==> config.mk <==
export PLATFORM = sky130hd
export DESIGN_NAME = pipe_ctrl_seq_flat
export DESIGN_NICKNAME = d
export VERILOG_FILES = /design/src/rtl/pipe_ctrl_seq_pkg.sv /design/src/rtl/pipe_ctrl_seq_if.sv /design/src/rtl/pipe_ctrl_seq_stage.sv /design/src/rtl/pipe_ctrl_seq.sv /design/src/flat_wrapper.sv
export SDC_FILE = /design/constraint.sdc
export NUM_CORES = 1
export LEC_CHECK = 0
export ABC_AREA = 0
export CAP_MARGIN = 20
export CORE_UTILIZATION = 30
export CTS_BUF_LIST = sky130_fd_sc_hd__clkbuf_2
export CTS_CLUSTER_SIZE = 30
export DETAILED_ROUTE_END_ITERATION = 6
export PLACE_DENSITY = 0.55
export SKIP_LAST_GASP = 1
export SLEW_MARGIN = 25
export SYNTH_ARGS = -nofsm -noshare
export SYNTH_HDL_FRONTEND = slang
export SYNTH_HIERARCHICAL = 1
export SYNTH_SLANG_ARGS = --single-unit
export TNS_END_PERCENT = 5
==> constraint.sdc <==
create_clock -name clk -period 2.18 [get_ports clk]
set_clock_uncertainty 0.05 [all_clocks]
set_input_delay 0.436 -clock clk [delete_from_list [all_inputs] [get_ports clk]]
set_output_delay 0.436 -clock clk [all_outputs]
set_load 0.005 [all_outputs]
==> src/rtl/pipe_ctrl_seq_pkg.sv <==
`default_nettype none
//==============================================================================
// Module      : pipe_ctrl_pkg
// Description : Shared types and constants for the pipeline control sequencer:
//               decoded control word, zero-register number, MEM wait timeout
//               and sequencer state encoding, plus small helper functions.
// Revision    : 1.0 - initial release
//==============================================================================
package pipe_ctrl_pkg;

    // Decoded control word; first field is the MSB (bit 7).
    typedef struct packed {
        logic set_flags;   // [7]
        logic uncond_br;   // [6]
        logic branch;      // [5]
        logic alu_src;     // [4]
        logic mem_to_reg;  // [3]
        logic mem_write;   // [2]
        logic mem_read;    // [1]
        logic reg_write;   // [0]
    } ctrl_t;

    // Register 31 reads as zero, so a load targeting it never creates a hazard.
    localparam logic [4:0] XZR     = 5'd31;
    localparam logic [7:0] TIMEOUT = 8'd255;
    localparam logic [15:0] CNT_MAX = 16'hFFFF;

    typedef enum logic [0:0] {
        ST_RUN      = 1'b0,
        ST_MEM_WAIT = 1'b1
    } state_t;

    function automatic logic is_mem_access(input ctrl_t c);
        return c.mem_read | c.mem_write;
    endfunction

    function automatic logic [15:0] sat_inc16(input logic [15:0] v);
        return (v == CNT_MAX) ? v : v + 16'd1;
    endfunction

endpackage
`default_nettype wire

==> src/rtl/pipe_ctrl_seq_if.sv <==
`default_nettype none
//==============================================================================
// Module      : pipe_ctrl_seq_if
// Description : Bundle of ID-stage inputs, branch/memory status inputs and the
//               per-stage control, hazard and statistics outputs of the
//               pipeline control sequencer.
//               master : drives ID/branch/memory inputs, observes outputs
//               slave  : the sequencer itself
// Revision    : 1.0 - initial release
//==============================================================================
interface pipe_ctrl_seq_if;
    import pipe_ctrl_pkg::*;

    // ID stage
    logic        id_valid;
    ctrl_t       id_ctrl;
    logic [4:0]  id_rs1;
    logic [4:0]  id_rs2;
    logic [4:0]  id_rd;
    // EX / MEM status
    logic        br_taken;
    logic        mem_ready;
    // Registered per-stage control
    logic        ex_valid;
    ctrl_t       ex_ctrl;
    logic [4:0]  ex_rd;
    logic        mem_valid;
    ctrl_t       mem_ctrl;
    logic [4:0]  mem_rd;
    logic        wb_valid;
    ctrl_t       wb_ctrl;
    logic [4:0]  wb_rd;
    // Hazard control and status
    logic        stall_id;
    logic        flush_id;
    logic        mem_timeout;
    logic [15:0] lu_stall_cnt;
    logic [15:0] flush_cnt;
    logic [15:0] wait_cnt;

    modport master (
        output id_valid, id_ctrl, id_rs1, id_rs2, id_rd, br_taken, mem_ready,
        input  ex_valid, ex_ctrl, ex_rd, mem_valid, mem_ctrl, mem_rd,
               wb_valid, wb_ctrl, wb_rd, stall_id, flush_id, mem_timeout,
               lu_stall_cnt, flush_cnt, wait_cnt
    );

    modport slave (
        input  id_valid, id_ctrl, id_rs1, id_rs2, id_rd, br_taken, mem_ready,
        output ex_valid, ex_ctrl, ex_rd, mem_valid, mem_ctrl, mem_rd,
               wb_valid, wb_ctrl, wb_rd, stall_id, flush_id, mem_timeout,
               lu_stall_cnt, flush_cnt, wait_cnt
    );

endinterface
`default_nettype wire

==> src/rtl/pipe_ctrl_seq_stage.sv <==
`default_nettype none
//==============================================================================
// Module      : pipe_stage_reg
// Description : One pipeline stage control register (valid / ctrl / rd).
//               Priority: reset > hold > bubble > load.
// Ports       : clk, reset        - clock, synchronous active-high reset
//               i_hold            - keep current contents
//               i_bubble          - load an empty slot (all zero)
//               i_valid/ctrl/rd   - next stage contents
//               o_valid/ctrl/rd   - registered stage contents
// Revision    : 1.0 - initial release
//==============================================================================
module pipe_stage_reg
    import pipe_ctrl_pkg::*;
(
    input  wire logic        clk,
    input  wire logic        reset,
    input  wire logic        i_hold,
    input  wire logic        i_bubble,
    input  wire logic        i_valid,
    input  wire ctrl_t       i_ctrl,
    input  wire logic [4:0]  i_rd,
    output      logic        o_valid,
    output      ctrl_t       o_ctrl,
    output      logic [4:0]  o_rd
);

    logic       r_valid_q, w_valid_d;
    ctrl_t      r_ctrl_q,  w_ctrl_d;
    logic [4:0] r_rd_q,    w_rd_d;

    always_comb begin
        w_valid_d = r_valid_q;
        w_ctrl_d  = r_ctrl_q;
        w_rd_d    = r_rd_q;
        if (!i_hold) begin
            if (i_bubble) begin
                w_valid_d = 1'b0;
                w_ctrl_d  = '0;
                w_rd_d    = '0;
            end else begin
                w_valid_d = i_valid;
                w_ctrl_d  = i_ctrl;
                w_rd_d    = i_rd;
            end
        end
    end

    always_ff @(posedge clk) begin
        if (reset) begin
            r_valid_q <= 1'b0;
            r_ctrl_q  <= '0;
            r_rd_q    <= '0;
        end else begin
            r_valid_q <= w_valid_d;
            r_ctrl_q  <= w_ctrl_d;
            r_rd_q    <= w_rd_d;
        end
    end

    assign o_valid = r_valid_q;
    assign o_ctrl  = r_ctrl_q;
    assign o_rd    = r_rd_q;

endmodule
`default_nettype wire

==> src/rtl/pipe_ctrl_seq.sv <==
`default_nettype none
//==============================================================================
// Module      : pipe_ctrl_seq
// Description : Control sequencer for a 4-stage (ID/EX/MEM/WB) pipeline.
//               Carries decoded control from ID to WB, resolves memory freeze,
//               taken-branch flush and load-use stall, watches for excessive
//               MEM waits and counts hazard events.
// Ports       : clk   - clock
//               reset - synchronous active-high reset
//               bus   - pipe_ctrl_seq_if.slave (ID inputs, branch/memory
//                       status, stage control, hazard and counter outputs)
// Revision    : 1.0 - initial release
//==============================================================================
module pipe_ctrl_seq
    import pipe_ctrl_pkg::*;
(
    input  wire logic        clk,
    input  wire logic        reset,
    pipe_ctrl_seq_if.slave   bus
);

    // Stage register outputs
    logic       w_ex_valid,  w_mem_valid,  w_wb_valid;
    ctrl_t      w_ex_ctrl,   w_mem_ctrl,   w_wb_ctrl;
    logic [4:0] w_ex_rd,     w_mem_rd,     w_wb_rd;

    // Hazard terms
    logic w_freeze;
    logic w_take;
    logic w_load_use;
    logic w_do_flush;
    logic w_do_lu_stall;

    // Sequencer state
    state_t      r_state_q,      w_state_d;
    logic [7:0]  r_timer_q,      w_timer_d;
    logic        r_timeout_q,    w_timeout_d;
    logic [15:0] r_lu_cnt_q,     w_lu_cnt_d;
    logic [15:0] r_flush_cnt_q,  w_flush_cnt_d;
    logic [15:0] r_wait_cnt_q,   w_wait_cnt_d;

    //--------------------------------------------------------------------------
    // Hazard detection. Only real instructions (valid) can create hazards, so
    // a bubble in EX or MEM never stalls, flushes or counts.
    //--------------------------------------------------------------------------
    assign w_freeze   = w_mem_valid & is_mem_access(w_mem_ctrl) & ~bus.mem_ready;
    assign w_take     = bus.br_taken & w_ex_valid &
                        (w_ex_ctrl.branch | w_ex_ctrl.uncond_br);
    assign w_load_use = bus.id_valid & w_ex_valid & w_ex_ctrl.mem_read &
                        (w_ex_rd != XZR) &
                        ((w_ex_rd == bus.id_rs1) | (w_ex_rd == bus.id_rs2));

    // A freeze overrides everything: the branch stays in EX and is
    // re-evaluated once memory completes.
    assign w_do_flush    = ~w_freeze & w_take;
    assign w_do_lu_stall = ~w_freeze & ~w_take & w_load_use;

    //--------------------------------------------------------------------------
    // Stage registers
    //--------------------------------------------------------------------------
    pipe_stage_reg u_ex_stage (
        .clk      (clk),
        .reset    (reset),
        .i_hold   (w_freeze),
        .i_bubble (w_take | w_load_use),
        .i_valid  (bus.id_valid),
        .i_ctrl   (bus.id_valid ? bus.id_ctrl : ctrl_t'('0)),
        .i_rd     (bus.id_valid ? bus.id_rd   : 5'd0),
        .o_valid  (w_ex_valid),
        .o_ctrl   (w_ex_ctrl),
        .o_rd     (w_ex_rd)
    );

    pipe_stage_reg u_mem_stage (
        .clk      (clk),
        .reset    (reset),
        .i_hold   (w_freeze),
        .i_bubble (1'b0),
        .i_valid  (w_ex_valid),
        .i_ctrl   (w_ex_ctrl),
        .i_rd     (w_ex_rd),
        .o_valid  (w_mem_valid),
        .o_ctrl   (w_mem_ctrl),
        .o_rd     (w_mem_rd)
    );

    pipe_stage_reg u_wb_stage (
        .clk      (clk),
        .reset    (reset),
        .i_hold   (w_freeze),
        .i_bubble (1'b0),
        .i_valid  (w_mem_valid),
        .i_ctrl   (w_mem_ctrl),
        .i_rd     (w_mem_rd),
        .o_valid  (w_wb_valid),
        .o_ctrl   (w_wb_ctrl),
        .o_rd     (w_wb_rd)
    );

    //--------------------------------------------------------------------------
    // MEM wait sequencer: next state, wait timer, sticky timeout, counters
    //--------------------------------------------------------------------------
    always_comb begin
        w_state_d     = r_state_q;
        w_timer_d     = r_timer_q;
        w_timeout_d   = r_timeout_q;
        w_lu_cnt_d    = r_lu_cnt_q;
        w_flush_cnt_d = r_flush_cnt_q;
        w_wait_cnt_d  = r_wait_cnt_q;

        case (r_state_q)
            ST_RUN: begin
                if (w_freeze) begin
                    w_state_d = ST_MEM_WAIT;
                    w_timer_d = 8'd0;
                end
            end
            ST_MEM_WAIT: begin
                if (r_timer_q != TIMEOUT) begin
                    w_timer_d = r_timer_q + 8'd1;
                end
                if (!w_freeze) begin
                    w_state_d = ST_RUN;
                end
            end
            default: begin
                w_state_d = ST_RUN;
            end
        endcase

        // Timeout is flagged on the edge where the timer lands on its limit.
        if ((r_state_q == ST_MEM_WAIT) && (w_timer_d == TIMEOUT)) begin
            w_timeout_d = 1'b1;
        end

        if (w_do_lu_stall) w_lu_cnt_d    = sat_inc16(r_lu_cnt_q);
        if (w_do_flush)    w_flush_cnt_d = sat_inc16(r_flush_cnt_q);
        if (w_freeze)      w_wait_cnt_d  = sat_inc16(r_wait_cnt_q);
    end

    always_ff @(posedge clk) begin
        if (reset) begin
            r_state_q     <= ST_RUN;
            r_timer_q     <= 8'd0;
            r_timeout_q   <= 1'b0;
            r_lu_cnt_q    <= 16'd0;
            r_flush_cnt_q <= 16'd0;
            r_wait_cnt_q  <= 16'd0;
        end else begin
            r_state_q     <= w_state_d;
            r_timer_q     <= w_timer_d;
            r_timeout_q   <= w_timeout_d;
            r_lu_cnt_q    <= w_lu_cnt_d;
            r_flush_cnt_q <= w_flush_cnt_d;
            r_wait_cnt_q  <= w_wait_cnt_d;
        end
    end

    //--------------------------------------------------------------------------
    // Outputs. Hazard strobes are masked during reset because the stage
    // registers may still hold pre-reset contents in that cycle.
    //--------------------------------------------------------------------------
    assign bus.stall_id     = ~reset & (w_freeze | w_do_lu_stall);
    assign bus.flush_id     = ~reset & w_do_flush;
    assign bus.mem_timeout  = r_timeout_q;
    assign bus.lu_stall_cnt = r_lu_cnt_q;
    assign bus.flush_cnt    = r_flush_cnt_q;
    assign bus.wait_cnt     = r_wait_cnt_q;

    assign bus.ex_valid  = w_ex_valid;
    assign bus.ex_ctrl   = w_ex_ctrl;
    assign bus.ex_rd     = w_ex_rd;
    assign bus.mem_valid = w_mem_valid;
    assign bus.mem_ctrl  = w_mem_ctrl;
    assign bus.mem_rd    = w_mem_rd;
    assign bus.wb_valid  = w_wb_valid;
    assign bus.wb_ctrl   = w_wb_ctrl;
    assign bus.wb_rd     = w_wb_rd;

endmodule
`default_nettype wire

==> src/flat_wrapper.sv <==
// flat-port wrapper written by rule: the top's interface ports become plain ports
module pipe_ctrl_seq_flat import pipe_ctrl_pkg::*;
  (clk, reset, bus_id_valid, bus_id_ctrl, bus_id_rs1, bus_id_rs2, bus_id_rd, bus_br_taken, bus_mem_ready, bus_ex_valid, bus_ex_ctrl, bus_ex_rd, bus_mem_valid, bus_mem_ctrl, bus_mem_rd, bus_wb_valid, bus_wb_ctrl, bus_wb_rd, bus_stall_id, bus_flush_id, bus_mem_timeout, bus_lu_stall_cnt, bus_flush_cnt, bus_wait_cnt);
  pipe_ctrl_seq_if bus_i ();
  input  wire logic clk;
  input  wire logic reset;
  input wire logic [$bits(bus_i.id_valid)-1:0] bus_id_valid;
  input wire logic [$bits(bus_i.id_ctrl)-1:0] bus_id_ctrl;
  input wire logic [$bits(bus_i.id_rs1)-1:0] bus_id_rs1;
  input wire logic [$bits(bus_i.id_rs2)-1:0] bus_id_rs2;
  input wire logic [$bits(bus_i.id_rd)-1:0] bus_id_rd;
  input wire logic [$bits(bus_i.br_taken)-1:0] bus_br_taken;
  input wire logic [$bits(bus_i.mem_ready)-1:0] bus_mem_ready;
  output wire logic [$bits(bus_i.ex_valid)-1:0] bus_ex_valid;
  output wire logic [$bits(bus_i.ex_ctrl)-1:0] bus_ex_ctrl;
  output wire logic [$bits(bus_i.ex_rd)-1:0] bus_ex_rd;
  output wire logic [$bits(bus_i.mem_valid)-1:0] bus_mem_valid;
  output wire logic [$bits(bus_i.mem_ctrl)-1:0] bus_mem_ctrl;
  output wire logic [$bits(bus_i.mem_rd)-1:0] bus_mem_rd;
  output wire logic [$bits(bus_i.wb_valid)-1:0] bus_wb_valid;
  output wire logic [$bits(bus_i.wb_ctrl)-1:0] bus_wb_ctrl;
  output wire logic [$bits(bus_i.wb_rd)-1:0] bus_wb_rd;
  output wire logic [$bits(bus_i.stall_id)-1:0] bus_stall_id;
  output wire logic [$bits(bus_i.flush_id)-1:0] bus_flush_id;
  output wire logic [$bits(bus_i.mem_timeout)-1:0] bus_mem_timeout;
  output wire logic [$bits(bus_i.lu_stall_cnt)-1:0] bus_lu_stall_cnt;
  output wire logic [$bits(bus_i.flush_cnt)-1:0] bus_flush_cnt;
  output wire logic [$bits(bus_i.wait_cnt)-1:0] bus_wait_cnt;
  assign bus_i.id_valid = bus_id_valid;
  assign bus_i.id_ctrl = bus_id_ctrl;
  assign bus_i.id_rs1 = bus_id_rs1;
  assign bus_i.id_rs2 = bus_id_rs2;
  assign bus_i.id_rd = bus_id_rd;
  assign bus_i.br_taken = bus_br_taken;
  assign bus_i.mem_ready = bus_mem_ready;
  assign bus_ex_valid = bus_i.ex_valid;
  assign bus_ex_ctrl = bus_i.ex_ctrl;
  assign bus_ex_rd = bus_i.ex_rd;
  assign bus_mem_valid = bus_i.mem_valid;
  assign bus_mem_ctrl = bus_i.mem_ctrl;
  assign bus_mem_rd = bus_i.mem_rd;
  assign bus_wb_valid = bus_i.wb_valid;
  assign bus_wb_ctrl = bus_i.wb_ctrl;
  assign bus_wb_rd = bus_i.wb_rd;
  assign bus_stall_id = bus_i.stall_id;
  assign bus_flush_id = bus_i.flush_id;
  assign bus_mem_timeout = bus_i.mem_timeout;
  assign bus_lu_stall_cnt = bus_i.lu_stall_cnt;
  assign bus_flush_cnt = bus_i.flush_cnt;
  assign bus_wait_cnt = bus_i.wait_cnt;
  pipe_ctrl_seq u_core (.clk(clk), .reset(reset), .bus(bus_i));
endmodule
# After elaboration in Yosys (flattened, before gate mapping)
# Index checks and enable logic that the tools add are counted.
# classes
addsub	4
n_eq_ne	8
mux	9
n_bitwise	26
n_reduce_logical	4
# op_table
operator	n
16-bit by 1-bit adder with 16-bit output (second input constant)	3
16-bit equality test (second input constant)	3
8-bit 2-to-1 mux	4
8-bit case mux with 2 select lines	1
1-bit bitwise AND	13
5-bit equality test	2
5-bit 2-to-1 mux	2
8-bit by 1-bit adder with 8-bit output (second input constant)	1
8-bit equality test (second input constant)	1
8-bit != test (second input constant)	1
1-bit inverter	8
2-bit AND reduction	3
5-bit != test (second input constant)	1
1-bit bitwise OR	5
1-bit 2-to-1 mux	2
1-bit logical AND	1
# totals
reg_bits	100
inputBits	28
out_inout_bits	93
elab_cells	87

# Depth between registers and ports, before layout
# Gate-level depths: netlist (run 1).
# depth
word_depth	8
ltp_mapped	9

# Hierarchy
# The synthesis (run 1) kept the hierarchy.
# by_module_without_submodules
module	instances	cells_per_inst	area_per_inst_um2	seq_area_each_um2
pipe_ctrl_seq	1	379	3101.7	1161.1
pipe_stage_reg	3	62	634.4	280.3

# Worst setup path after synthesis (run 1)
# Ideal clock, no wire load.
# synth_path
path_type	input port to flip-flop
startpoint	input port bus_mem_ready
endpoint	register u_core.r_lu_cnt_q[11] (netlist: u_core/bus.lu_stall_cnt[11])
setup_ns	0.135
arrival_ns	2.033
required_time_ns	1.995
setup_slack_ns	-0.038
path_stages	9
n_path_buf	2
path_cell_list	nand2b_1 -> or2_1 -> buf_6 -> inv_4 -> a2111oi_4 -> nand2_2 -> buf_2 -> o311ai_0 -> o41ai_1
# synth_via
elab_chain_cells	6
# synth_lines
item	line	rtl
from (decl)	flat_wrapper.sv:13	input wire logic [$bits(bus_i.mem_ready)-1:0] bus_mem_ready;
1-bit inverter	pipe_ctrl_seq.sv:46	assign w_freeze = w_mem_valid & is_mem_access(w_mem_ctrl) & ~bus.mem_ready;
1-bit bitwise AND	pipe_ctrl_seq.sv:46	
net u_core.w_freeze	pipe_ctrl_seq.sv:28	logic w_freeze;
1-bit inverter	pipe_ctrl_seq.sv:56	assign w_do_lu_stall = ~w_freeze & ~w_take & w_load_use;
1-bit bitwise AND (2 in series)	pipe_ctrl_seq.sv:56	
2-bit AND reduction (no source line)	n/a	
to (signal assigned)	pipe_ctrl_seq.sv:153	r_lu_cnt_q <= w_lu_cnt_d;
to (decl)	pipe_ctrl_seq.sv:38	logic [15:0] r_lu_cnt_q, w_lu_cnt_d;
# The timed path passes the listed nets, and every way through them passes these cells.
# A chain may end at the register's enable or synchronous reset.

# Worst setup path in the final report (run 1)
# layout_path
startpoint	register u_core.u_ex_stage.r_rd_q[4] (netlist: u_core/u_ex_stage/o_rd[4])
endpoint	output port bus_stall_id
# layout_via
elab_chain_cells	6
elab_cells_between_ends	9
classes_between	eq/ne (3); bitwise (6)
# layout_lines
item	line	rtl
from (decl)	pipe_ctrl_seq_stage.sv:30	logic [4:0] r_rd_q, w_rd_d;
from (signal assigned)	pipe_ctrl_seq_stage.sv:57	r_rd_q <= w_rd_d;
5-bit != test or 5-bit equality test (tied branches)	pipe_ctrl_seq.sv:50, pipe_ctrl_seq.sv:51	
1-bit bitwise AND or 1-bit bitwise OR (tied branches)	pipe_ctrl_seq.sv:49, pipe_ctrl_seq.sv:51	
1-bit bitwise AND *	pipe_ctrl_seq.sv:50	(w_ex_rd != XZR) &
1-bit bitwise AND *	pipe_ctrl_seq.sv:56	
1-bit bitwise OR *	pipe_ctrl_seq.sv:163	assign bus.stall_id = ~reset & (w_freeze | w_do_lu_stall);
1-bit bitwise AND *	pipe_ctrl_seq.sv:163	
to (decl)	flat_wrapper.sv:23	output wire logic [$bits(bus_i.stall_id)-1:0] bus_stall_id;
# Every way passes the cells marked *; elsewhere a longest branch is shown, timed or not.

==> impl_metrics.toml, run 1 <==
[final_layout]
final_nets = 759
drive_above_1_share = 0.198
layout_common_cells = "clkdlybuf4s50_1 (117), dfxtp_1 (92), nand2_1 (77)"
fin_cells = 949
synthToLayoutAreaGrowth_pct = 39.5
final_cell_area_sq_mm = 0.00698
final_common_cell = "clkdlybuf4s50_1"

[setup_path]
crit_type = "register to output pin"
r2r_end = "u_core/bus.lu_stall_cnt[10]$_SDFFE_PP0P_"
reg2regPathDepth = 10
rrSetupSlack_ns = -0.13
path_max_fanout = 4
cp-end-kind = "output pin"
start_kind = "register"
required_ns = 1.69
timing.rr.start = "u_core/u_ex_stage/o_rd[2]$_SDFFE_PP0N_"
critPathMaxStageDelay_ns = 0.44
slowest_stage = "dfxtp_4"
crit_top_cell = "nand2b_4"
crit_chain = "xnor2_2 -> nand3_2 -> o22ai_4 -> nand2b_4 -> nand2b_4 -> a21oi_2 -> buf_2"
arrival_ns = 1.99

[power]
p_leak_nw = 2.43
cellPowerDensity_mw_per_mm2 = 446
seqPwrFrac = 0.602
power_frac_clock = 0.304
sw_frac_of_total = 0.263
comb_power_share = 0.094
ir_worst_vdd_uv = 214
p_switching_w = 0.000817
p_int_w = 0.00229

[timing]
drv_slew = 0
timing.final.crit_share = 1.13
hold_violations = 0
holdWs_ns = 0.433
worst_slew_pin_slew_ns = 0.704
relSlewSlack = 0.531
max_freq_mhz = 405
setup-violations-final = 15
rsz0062_at_grt = "true"
min_period_ns = 2.47
fin_tns_setup_ns = -1.02
fin_ws_ns = -0.292

[run_status]
violations = "negative setup slack"
status = "complete, but fails checks"

[synthesis]
synth_top_area_cell = "dfxtp_1"
synthesis.area_sq_mm = 0.00500
synth.avg_cell_area_sq_um = 8.86
synth.area.top_cells = "dfxtp_1 (40%), o22ai_2 (7.5%), nand2_1 (5.8%)"
synth_edf_count = 0
ys_seq_area_frac = 0.400
yosys_warnings = 6
synth_cell_types = 58
synthArstFlopShare = 0
yosysTopAreaCellShare = 0.400
ys_seq_elements = 100
netlist_instances = 565
synth_flop_cell = "dfxtp_1"

[route]
drt_wl_total_mm = 14.0
vias = 4499
first_pass_iters = 4
routed_via_density = 4.74
drt_iter0_drc = 279
wl_per_cell_um = 14.8
drcViolationCount = 0
antenna_left = 0

[clocking]
h-tree-depth = 3
cts-root-buf = "clkbuf_2"
cts_tree = "done"
clockBufferDepth = 2
clk_pin_slew_worst_paths_ns = 0.28
cts_buffers = 9
clk_latency_ns = 0.61
clock-sinks = 100

[grt]
grt_pass1_wl_mm = 22.5
grt_pass1_vias = 4316
grt_max_degree = 69
grt_usage = 0.162
grt_antenna_before_repair = 1
grt.overflow.total = 0

[floorplanning]
io_pins = 121
start_util = 0.312
fp.dieH_um = 131
dieArea_sq_mm = 0.0172
core_sq_mm = 0.0161
rows = 46
die_w_um = 131

[placement]
dp_cells = 923
gp_congestion = 0.784
placed_cell_area_sq_mm = 0.00664
hpwl_mm = 10.1
dp_slack_ns = -0.709
portBuffers = 120

[worst_hold_path]
whs_endpoint = "u_core/u_ex_stage/o_rd[0]$_SDFFE_PP0N_"
hold_path_class = "primary input to register"
hold_path_depth = 4
holdCritStartpoint = "bus_id_rd[0]"

[job]
timing.max_cap.violations = 0
[worst max-delay path by stage]
stage / startpoint / end / cells after the start
after floorplan: bus_mem_ready / u_core/bus.lu_stall_cnt[11]$_SDFFE_PP0P_ / 9
after global placement: bus_id_rs2[0] / bus_stall_id / 8
after detailed placement: bus_id_rs2[4] / bus_stall_id / 8
after CTS: u_core/u_ex_stage/o_rd[3]$_SDFFE_PP0N_ / bus_stall_id / 7
after global routing: u_core/u_ex_stage/o_rd[4]$_SDFFE_PP0N_ / bus_stall_id / 7
final: u_core/u_ex_stage/o_rd[4]$_SDFFE_PP0N_ / bus_stall_id / 7
[cell type report]
| type | count | area, sq um |
|---|---|---|
| antenna | 1 | 2.50 |
| clock buffer | 11 | 55.1 |
| clock inverter | 5 | 60.1 |
| fill | 1580 | 9080 |
| inverter | 9 | 36.3 |
| multi-input combinational | 428 | 2890 |
| sequential | 100 | 2020 |
| tap | 216 | 270 |
| timing repair buffer | 179 | 1650 |
[critical path: cells and delay by family (launching register included)]
family / cells / cell delay, ns
XOR/XNOR: 1 / 0.15
buffers and inverters: 1 / 0.14
AO/OA/AOI/OAI: 2 / 0.33
AND/OR/NAND/NOR: 3 / 0.32
flip-flops: 1 / 0.44
[sequential cells by signal, indices dropped and copies added, names as in the netlist, 5 cells and up]
register,cells
u_core/u_wb_stage/o_rd,5
u_core/bus.wait_cnt,16
u_core/u_mem_stage/o_ctrl,8
u_core/bus.lu_stall_cnt,16
u_core/u_wb_stage/o_ctrl,8
u_core/u_mem_stage/o_rd,5
u_core/u_ex_stage/o_rd,5
u_core/bus.flush_cnt,16
u_core/u_ex_stage/o_ctrl,8
u_core/r_timer_q,8
[cell usage after synthesis, types with 2 or more instances]
cell and n:
a21oi_1 16, buf_6 13, a21oi_2 3, and4_1 9, o41ai_1 3, nand4_1 16, o22ai_2 30, inv_1 8
or3b_1 3, nor3_1 5, ha_1 4, o22ai_1 10, clkbuf_1 13, nor4_1 3, o211ai_1 3, or2_4 3
xnor2_1 17, o31ai_1 5, and2_1 14, nand2b_1 42, mux2i_1 3, and3_1 7, a31oi_1 2, o21ai_0 6
xor2_1 28, nand2_1 77, o311ai_0 3, or3_1 3, nand3_1 24, nor2_1 54, or4_1 5, nand3b_1 4
buf_2 4, dfxtp_1 100, or2_2 2
[what timing repair did]
item / CTS / global route
pin swaps: 12 / 4
hold buffers: 1 / 0
gates resized for setup: 36 / 6
endpoints found under the hold margin: 1 / 0
buffers inserted: 2 / 6
setup endpoints to repair: 29 / 57
gates cloned: 0 / 0
[metrics by stage]
stage / total power (W) / util
finish: 0.00311 / 0.435
floorplan: 0.00205 / -
detailed placement: 0.00217 / 0.414
CTS: 0.00315 / 0.430
global placement: 0.00217 / 0.414
global route: 0.00325 / 0.435
[kinds of logic (layout without fill, tap and decap cells)]
kind of cell             Yosys count  in the layout  share of synthesized area
AND/OR/NAND/NOR                  277            277                      0.284
flip-flops                       100            100                      0.400
AO/OA/AOI/OAI                     95             95                      0.170
XOR/XNOR                          45             45                     0.0788
buffers and inverters             40            204                     0.0510
adder cells (fa/ha/maj)            4              4                     0.0100
multiplexers                       3              3                    0.00600
other                              1              5                   0.000749
[routing by layer]
metal	up-vias	wire, um	GRT usage	share of wire
li1	2300	-	-	-
met1	2085	6580	0.207	0.47
met2	97	6580	0.268	0.47
met3	17	632	0.0359	0.045
met4	0	212	0.0536	0.015
met5	-	0	0	0
[power by group through the flow]
stage / combinational (W) / clock (W) / sequential, W
after detailed placement: 0.000269 / 0 / 0.00190
after floorplan: 0.000146 / 0 / 0.00190
after CTS: 0.000292 / 0.000983 / 0.00187
after global placement: 0.000267 / 0 / 0.00190
final: 0.000293 / 0.000946 / 0.00187
after global routing: 0.000314 / 0.00106 / 0.00188
Note: power is estimated with default switching activity, not from simulation.
==> inputs of run 2 (changes only) <==
--- a/config.mk
+++ b/config.mk
@@ -12,6 +12,7 @@
 export CTS_CLUSTER_SIZE = 30
 export DETAILED_ROUTE_END_ITERATION = 6
 export PLACE_DENSITY = 0.55
+export SETUP_SLACK_MARGIN = 0.02
 export SKIP_LAST_GASP = 1
 export SLEW_MARGIN = 25
 export SYNTH_ARGS = -nofsm -noshare
==> run 2 against run 1 <==
The flow still finishes with violations (negative setup slack); power rose by 0.14%; flip-flop and latch count unchanged; sequential power about the same; clock-buffer cell count stayed put; via count grew 0.22%; non-clock buffer count increased by 2; core utilization grew 0.44 points; critical path depth unchanged; global-route usage rose by 0.12 points.
==> impl_metrics.toml, run 2 (synthesis gave the netlist of run 1 again) <==
[clocking]
cts_tree = "done"
clk_latency_ns = 0.60
cts_buffers = 9
clock-sinks = 100
cts-root-buf = "clkbuf_2"
clockBufferDepth = 2
clk_pin_slew_worst_paths_ns = 0.30
h-tree-depth = 3

[timing]
relSlewSlack = 0.528
fin_ws_ns = -0.301
drv_slew = 0
min_period_ns = 2.48
timing.final.crit_share = 1.14
hold_violations = 0
setup-violations-final = 12
max_freq_mhz = 403
worst_slew_pin_slew_ns = 0.708
rsz0062_at_grt = "true"

[run_status]
status = "complete, but fails checks"
violations = "negative setup slack"

[floorplanning]
io_pins = 121
rows = 46
start_util = 0.312
dieArea_sq_mm = 0.0172
fp.dieH_um = 131
core_sq_mm = 0.0161
die_w_um = 131

[final_layout]
final_nets = 761
multiInputGateArea_sq_mm = 0.00293
synthToLayoutAreaGrowth_pct = 40.9
layout_common_cells = "clkdlybuf4s50_1 (117), dfxtp_1 (91), nand2_1 (76)"
final_util = 0.439
num-fill-cells = 1564
fin_cells = 951
final_common_cell = "clkdlybuf4s50_1"
seq_area_sq_mm = 0.00202
drive_above_1_share = 0.211

[route]
drcViolationCount = 0
routed_via_density = 4.74
drt_wl_total_mm = 14.2
drt_iter0_drc = 261
first_pass_iters = 4
antenna_left = 0
wl_per_cell_um = 14.9
vias = 4509

[power]
ir_worst_vdd_uv = 214
p_leak_nw = 2.45
cellPowerDensity_mw_per_mm2 = 442

[job]
timing.max_cap.violations = 0

[setup_path]
timing.rr.start = "u_core/u_ex_stage/o_rd[4]$_SDFFE_PP0N_"
path_max_fanout = 4
required_ns = 1.69
startpoint = "u_core/u_ex_stage/o_rd[4]$_SDFFE_PP0N_"
r2r_end = "u_core/bus.lu_stall_cnt[10]$_SDFFE_PP0P_"
start_kind = "register"
reg2regPathDepth = 10
rrSetupSlack_ns = -0.10
cp-end-kind = "output pin"
arrival_ns = 1.99
crit_type = "register to output pin"
cp-endpoint = "bus_stall_id"

[grt]
grt_usage = 0.163
grt_antenna_before_repair = 1
grt_pass1_wl_mm = 22.7
grt.overflow.total = 0
grt_max_degree = 69
grt_pass1_vias = 4337

[placement]
dp_cells = 923
gp_congestion = 0.784
portBuffers = 120
hpwl_mm = 10.1

[worst_hold_path]
hold_path_class = "register to register"
run 2: per-stage QoR:
stage / instance area [sq um] / setup slack [ns] / TNS [ns] / total power [W] / hold slack (ns)
after floorplan: 5020 / 0.0888 / 0 / 0.00205 / 0.400
after global placement: 6640 / -0.695 / -12.72 / 0.00217 / 0.407
after detailed placement: 6640 / -0.709 / -14.13 / 0.00217 / 0.415
after CTS: 6940 / -0.322 / -2.28 / 0.00315 / 0.387
after global routing: 7050 / -0.449 / -4.38 / 0.00326 / 0.404
final: 7050 / -0.301 / -0.780 / 0.00312 / 0.440
run 2: how the worst min path moves through the flow:
| stage | startpoint | end | cells after the start |
|---|---|---|---|
| floorplan | u_core/bus.mem_timeout$_SDFFE_PP0P_ | u_core/bus.mem_timeout$_SDFFE_PP0P_ | 2 |
| global placement | u_core/u_wb_stage/o_ctrl[6]$_SDFFE_PP0N_ | u_core/u_wb_stage/o_ctrl[6]$_SDFFE_PP0N_ | 2 |
| detailed placement | u_core/u_wb_stage/o_rd[1]$_SDFFE_PP0N_ | u_core/u_wb_stage/o_rd[1]$_SDFFE_PP0N_ | 2 |
| CTS | bus_id_rd[0] | u_core/u_ex_stage/o_rd[0]$_SDFFE_PP0N_ | 4 |
| global route | bus_id_rd[0] | u_core/u_ex_stage/o_rd[0]$_SDFFE_PP0N_ | 4 |
| finish | u_core/u_wb_stage/o_ctrl[6]$_SDFFE_PP0N_ | u_core/u_wb_stage/o_ctrl[6]$_SDFFE_PP0N_ | 2 |
run 2: final cells by class:
cell class | instances | area share
Timing Repair Buffer | 181 | 0.237
Clock inverter | 5 | 0.00852
Sequential cell | 100 | 0.287
Tap cell | 216 | 0.0383
Antenna cell | 1 | 0.000355
Clock buffer | 11 | 0.00781
Multi-Input combinational cell | 428 | 0.416
Inverter | 9 | 0.00515
run 2: power breakdown:
part | total (W) | internal, W | switching [W]
Clock | 0.000943 | 0.000282 | 0.000661
Combinational | 0.000300 | 0.000166 | 0.000134
Sequential | 0.00187 | 0.00185 | 0.0000216
run 2: routing by layer:
layer / wire (um) / up-vias / GRT usage / share of wire
met4: 259 / 0 / 0.0588 / 0.018
li1: - / 2296 / - / -
met5: 0 / - / 0 / 0
met1: 6610 / 2099 / 0.208 / 0.47
met2: 6700 / 95 / 0.269 / 0.47
met3: 596 / 19 / 0.0359 / 0.042
run 2: worst max-delay path: stages, from the launching register on:
cell and delay, ns:
dfxtp_4 0.44, xnor2_2 0.16, nand3_2 0.11, o22ai_4 0.23, nand2b_4 0.08, nand2b_4 0.14
a21oi_2 0.10, buf_2 0.14
run 2: what timing repair did:
action	in CTS	in global routing
pin swaps	13	6
buffers inserted	2	8
hold endpoints to repair	1	0
resized for setup	45	13
cloned	0	0
hold buffers	1	0
setup endpoints to repair	42	65
